**config.mk**
```make
export PLATFORM = sky130hd
export DESIGN_NAME = btb_assoc
export DESIGN_NICKNAME = d
export VERILOG_FILES = /design/src/rtl/btb_assoc.sv
export SDC_FILE = /design/constraint.sdc
export NUM_CORES = 2
export LEC_CHECK = 0
export CAP_MARGIN = 40
export CORE_MARGIN = 1
export CORE_UTILIZATION = 60
export CTS_CLUSTER_DIAMETER = 80
export DETAILED_ROUTE_END_ITERATION = 10
export PLACE_DENSITY = 0.76
export SLEW_MARGIN = 25
export SYNTH_ARGS = -nofsm -noshare
export SYNTH_HDL_FRONTEND = slang
export SYNTH_SLANG_ARGS = --single-unit
```
**constraint.sdc**
```tcl
create_clock -name clk -period 12.52 [get_ports clk]
set_input_delay 2.504 -clock clk [delete_from_list [all_inputs] [get_ports clk]]
set_output_delay 2.504 -clock clk [all_outputs]
set_load 0.1 [all_outputs]
```
**src/rtl/btb_assoc.sv**
```systemverilog
// Set-associative branch target buffer: combinational lookup from the fetch PC,
// execute-stage updates with 2-bit style saturating counters, round-robin victims.
module btb_assoc #(
    parameter int SETS     = 32,
    parameter int WAYS     = 2,
    parameter int CNT_BITS = 2
) (
    input  logic        clk,
    input  logic        rst,
    input  logic        flush_req,
    output logic        busy,
    input  logic [31:0] lookup_pc,
    output logic        hit,
    output logic        pred_taken,
    output logic [31:0] pred_target,
    input  logic        upd_valid,
    input  logic [31:0] upd_pc,
    input  logic        upd_taken,
    input  logic [31:0] upd_target
);
    // state  | meaning
    // S_INIT | clear sweep: one set per cycle, lookups forced to miss, updates dropped
    // S_RUN  | normal lookup and update

    localparam int IDX_W = $clog2(SETS);
    localparam int TAG_W = 30 - IDX_W;
    localparam int WAY_W = (WAYS > 1) ? $clog2(WAYS) : 1;
    localparam logic [CNT_BITS-1:0] CNT_WEAK = CNT_BITS'(1) << (CNT_BITS - 1);
    localparam logic [CNT_BITS-1:0] CNT_MAX  = '1;

    typedef enum logic {
        S_INIT = 1'b0,
        S_RUN  = 1'b1
    } state_t;

    state_t             state_q, state_d;
    logic [IDX_W-1:0]   ptr_q, ptr_d;
    logic               busy_q;

    logic [WAYS-1:0]    valid_q  [SETS];
    logic [TAG_W-1:0]   tag_q    [SETS][WAYS];
    logic [31:0]        target_q [SETS][WAYS];
    logic [CNT_BITS-1:0] cnt_q   [SETS][WAYS];
    logic [WAY_W-1:0]   vptr_q   [SETS];

    logic unused_pc_bits;
    assign unused_pc_bits = ^{lookup_pc[1:0], upd_pc[1:0]};

    // ---------------- control FSM ----------------
    always_ff @(posedge clk) begin
        if (rst) begin
            state_q <= S_INIT;
            ptr_q   <= '0;
            busy_q  <= 1'b1;
        end else begin
            state_q <= state_d;
            ptr_q   <= ptr_d;
            busy_q  <= (state_d == S_INIT);
        end
    end

    always_comb begin
        state_d = state_q;
        ptr_d   = ptr_q;
        if (flush_req) begin
            state_d = S_INIT;
            ptr_d   = '0;
        end else if (state_q == S_INIT) begin
            if (ptr_q == IDX_W'(SETS - 1)) begin
                state_d = S_RUN;
                ptr_d   = '0;
            end else begin
                ptr_d = ptr_q + 1'b1;
            end
        end
    end

    assign busy = busy_q;

    // ---------------- lookup ----------------
    logic [IDX_W-1:0] l_idx;
    logic [TAG_W-1:0] l_tag;
    logic             l_hit;
    logic             l_msb;
    logic [31:0]      l_target;

    assign l_idx = lookup_pc[IDX_W+1:2];
    assign l_tag = lookup_pc[31:IDX_W+2];

    always_comb begin
        l_hit    = 1'b0;
        l_msb    = 1'b0;
        l_target = '0;
        for (int w = 0; w < WAYS; w++) begin
            if (valid_q[l_idx][w] && (tag_q[l_idx][w] == l_tag)) begin
                l_hit    = 1'b1;
                l_msb    = cnt_q[l_idx][w][CNT_BITS-1];
                l_target = target_q[l_idx][w];
            end
        end
    end

    assign hit         = (state_q == S_RUN) && l_hit;
    assign pred_taken  = (state_q == S_RUN) && l_hit && l_msb;
    assign pred_target = ((state_q == S_RUN) && l_hit) ? l_target : 32'd0;

    // ---------------- update ----------------
    logic [IDX_W-1:0]    u_idx;
    logic [TAG_W-1:0]    u_tag;
    logic                u_hit;
    logic [WAY_W-1:0]    u_hit_way;
    logic                u_has_inv;
    logic [WAY_W-1:0]    u_inv_way;
    logic                upd_en;
    logic                wr_en;
    logic [WAY_W-1:0]    wr_way;
    logic [31:0]         wr_target;
    logic [CNT_BITS-1:0] wr_cnt;
    logic [CNT_BITS-1:0] cur_cnt;
    logic                vptr_we;
    logic [WAY_W-1:0]    vptr_nx;

    assign u_idx  = upd_pc[IDX_W+1:2];
    assign u_tag  = upd_pc[31:IDX_W+2];
    assign upd_en = (state_q == S_RUN) && upd_valid && !flush_req && !rst;

    always_comb begin
        u_hit     = 1'b0;
        u_hit_way = '0;
        u_has_inv = 1'b0;
        u_inv_way = '0;
        // descending scan so the lowest-index invalid way wins
        for (int w = WAYS - 1; w >= 0; w--) begin
            if (!valid_q[u_idx][w]) begin
                u_has_inv = 1'b1;
                u_inv_way = WAY_W'(w);
            end
        end
        for (int w = 0; w < WAYS; w++) begin
            if (valid_q[u_idx][w] && (tag_q[u_idx][w] == u_tag)) begin
                u_hit     = 1'b1;
                u_hit_way = WAY_W'(w);
            end
        end
    end

    always_comb begin
        wr_en     = 1'b0;
        wr_way    = '0;
        wr_target = '0;
        wr_cnt    = '0;
        vptr_we   = 1'b0;
        vptr_nx   = '0;
        cur_cnt   = cnt_q[u_idx][u_hit_way];
        if (upd_en) begin
            if (u_hit) begin
                wr_en  = 1'b1;
                wr_way = u_hit_way;
                if (upd_taken) begin
                    wr_target = upd_target;
                    wr_cnt    = (cur_cnt == CNT_MAX) ? cur_cnt : cur_cnt + 1'b1;
                end else begin
                    wr_target = target_q[u_idx][u_hit_way];
                    wr_cnt    = (cur_cnt == '0) ? cur_cnt : cur_cnt - 1'b1;
                end
            end else if (upd_taken) begin
                wr_en     = 1'b1;
                wr_target = upd_target;
                wr_cnt    = CNT_WEAK;
                if (u_has_inv) begin
                    wr_way = u_inv_way;
                end else begin
                    wr_way  = vptr_q[u_idx];
                    vptr_we = 1'b1;
                    // with one way the pointer is a single always-zero bit
                    vptr_nx = (WAYS > 1) ? vptr_q[u_idx] + 1'b1 : '0;
                end
            end
        end
    end

    always_ff @(posedge clk) begin
        if (state_q == S_INIT) begin
            valid_q[ptr_q] <= '0;
            vptr_q[ptr_q]  <= '0;
        end else if (wr_en) begin
            valid_q[u_idx][wr_way] <= 1'b1;
            if (vptr_we) begin
                vptr_q[u_idx] <= vptr_nx;
            end
        end
    end

    always_ff @(posedge clk) begin
        if (wr_en) begin
            tag_q[u_idx][wr_way]    <= u_tag;
            target_q[u_idx][wr_way] <= wr_target;
            cnt_q[u_idx][wr_way]    <= wr_cnt;
        end
    end

endmodule

```
==> flow_summary_export.csv <==
group,metric,value,unit
final_layout,syn2layout_area_growth,12.5,%
detailed_routing,drc_errors,20,
min_path,whs_path_depth,2,
grt,grt_pass1_vias,107000,
sta,worst_pin_slew,1150,ps
grt,grt_first_pass_wirelength,806000,um
outcome,status,"complete, but fails checks",
final_layout,final_cell_mix,"3872 x edfxtp_1, 1746 x mux4_2, 843 x mux2i_1",
detailed_routing,routedWlPerCell,43.3,um
cts,h-tree-depth,5,
sta,skew,62.1,ps
die,core_area,0.294,sq mm
cts,clock_latency,990,ps
place,postPlaceCellArea,0.187,sq mm
place,placedCellCount,12700,
die,die_h,546,um
synth,synth_edf_count,3872,
sta,fin_crit,10620,ps
synth,syn_nets,9004,
sta,fin_crit_sh,84.8,%
place,hpwl,318000,um
run,maxCapViolations,0,
worst_setup_path,crit_path_end_kind,"primary output",
sta,fmaxAchievable,94.2,MHz
cts,cts_hold_buffers,0,
grt,track_usage,38.8,%
detailed_routing,vias,108000,
power,leakagePower,57.0,nW
detailed_routing,drt-total-wl,581000,um
sta,grt_setup_unrepaired,"false",
synth,ys_seq_area_share,65.5,%
die,start_util,60.4,%
power,p_per_area,137,mW/mm^2
sta,relSlewSlack,23.1,%
die,die_area,0.299,sq mm
die,die_w,546,um
worst_setup_path,cp-start-kind,"primary input",
worst_setup_path,path_class,"primary input to primary output",
final_layout,drive_above_1_share,31.7,%
cts,cts_tree,"built",
cts,cts_max_path_buffers,4,
synth,synth_flop_cell,"edfxtp_1",
final_layout,nets,9261,
detailed_routing,first_pass_iters,11,
min_path,worstHoldPathType,"register to register",
final_layout,stdcell_count,13400,
synth,syn_area,0.178,sq mm
die,num_rows,199,
synth,yosysWarnings,0,
outcome,violations,"DRC",
cts,cts.clk_slew.worst_paths,60,ps
sta,final.setup.tns,0,ps
final_layout,final_common_cell,"edfxtp_1",
detailed_routing,vias_per_cell,8.03,
place,port-buffer-count,131,
grt,gr-total-overflow,0,
cts,numCtsBuffers,389,
worst_setup_path,path_max_fanout,72,
sta,setup_violations,0,
grt,grt_max_degree,136,
final_layout,postLayoutCoreUtil,68.0,%
detailed_routing,drt-initial-drc-count,19800,
cts,cts.sinks,3879,
synth,ys_async_sr_fraction,0,%
power,vdd_ir_drop_max,0.132,mV
synth,synth_seq_cells,3879,
detailed_routing,postRouteAntennaNets,0,
synth,synth_cell_types,53,
place,gp_congestion,0.898,
worst_setup_path,r2r_cells,12,
die,io_pins,136,
cts,ctsResizeCount,0,
power,power.total,27.4,mW
worst_setup_path,arrival,8110,ps
cts,post_cts_buffers,0,
sta,hold_viol_final,0,
worst_setup_path,worstPathRequired,10020,ps
synth,synth_cells,8901,
sta,drv_slew,0,
grt,antenna_found_initial,20,
final_layout,fin_area,0.200,sq mm
synth,avgSynthCellArea,20.0,sq um
cts,clockRootBuffer,"clkbuf_16",
## state kept, by name (all words and copies together), names as in the netlist
signal and flops:
vptr_q 32, tag_q 1600, state_q 1, target_q 2048, busy 1, valid_q 64, cnt_q 128, ptr_q 5
## stage by stage
step / worst slack [ps] / hold slack, ps
after floorplan: 2500 / 539
after global placement: 1880 / 561
after detailed placement: 2090 / 580
after CTS: 1990 / 590
after global routing: 1870 / 609
final: 1900 / 602
## worst max-delay path, cell delays in order
cell	delay, ps
buf_16	280
buf_12	430
mux4_2	560
mux4_2	490
mux2i_1	680
xnor2_1	150
nor4_1	350
nand3_1	190
nor4_4	370
buf_12	290
nand2_1	110
a21oi_1	690
buf_4	440
## cell usage after synthesis (all sizes together), types with 32 or more instances
cell / n / share of area, %
a21oi: 116 / 0.33
a22oi: 58 / 0.24
and3: 32 / 0.11
buf: 367 / 1.0
clkbuf: 345 / 0.73
edfxtp: 3872 / 65
mux2: 67 / 0.42
mux2i: 843 / 4.7
mux4: 1746 / 22
nand2: 128 / 0.27
nor2: 129 / 0.27
nor3: 40 / 0.11
nor4: 141 / 0.50
o21ai: 110 / 0.31
o22ai: 638 / 2.2
o31ai: 37 / 0.16
or4: 34 / 0.14
xor2: 36 / 0.18
## cell type report
class,count,area [sq um]
Sequential cell,3879,116000
Fill cell,18100,94200
Multi-Input combinational cell,4300,59300
Clock buffer,468,10200
Timing Repair Buffer,578,6740
Tap cell,3919,4900
Clock inverter,247,2520
Inverter,10,45.0
Antenna cell,12,30.0
## logic make-up after synthesis
family                     Yosys count  share of synthesized area (%)
muxes                             2656                           27.3
and+or+nand+nor                    597                           1.81
xor gates and xnor gates            64                          0.315
adders and majority gates            2                         0.0141
AOI/OAI and AO/OA                  981                           3.37
DFF                               3879                           65.5
buffers and inverters              722                           1.76
## report_power, final
group | leakage, nW | internal [mW] | total (mW) | switching, mW
sequential | 30.5 | 14.2 | 14.2 | 0.00108
combinational | 20.3 | 0.565 | 1.47 | 0.908
clock | 6.16 | 6.71 | 11.8 | 5.11
## metal layers
metal	up-vias	track usage, %	part of all wire, %
li1	39500	-	-
met5	-	0	0.012
met4	12	24.1	7.5
met3	2153	10.2	15
met1	55400	51.0	32
met2	10600	58.3	45
## worst paths after layout
path | start | end | slack, ps
setup / recovery | lookup_pc[2] | pred_target[20] | 1900
hold / removal | ptr_q[1] | ptr_q[1] | 600
setup reg to reg | tag_q[13][47] | target_q[21][38] | 5740
hold reg to reg | ptr_q[1] | ptr_q[1] | 600
(Power assumes the default switching activity.)
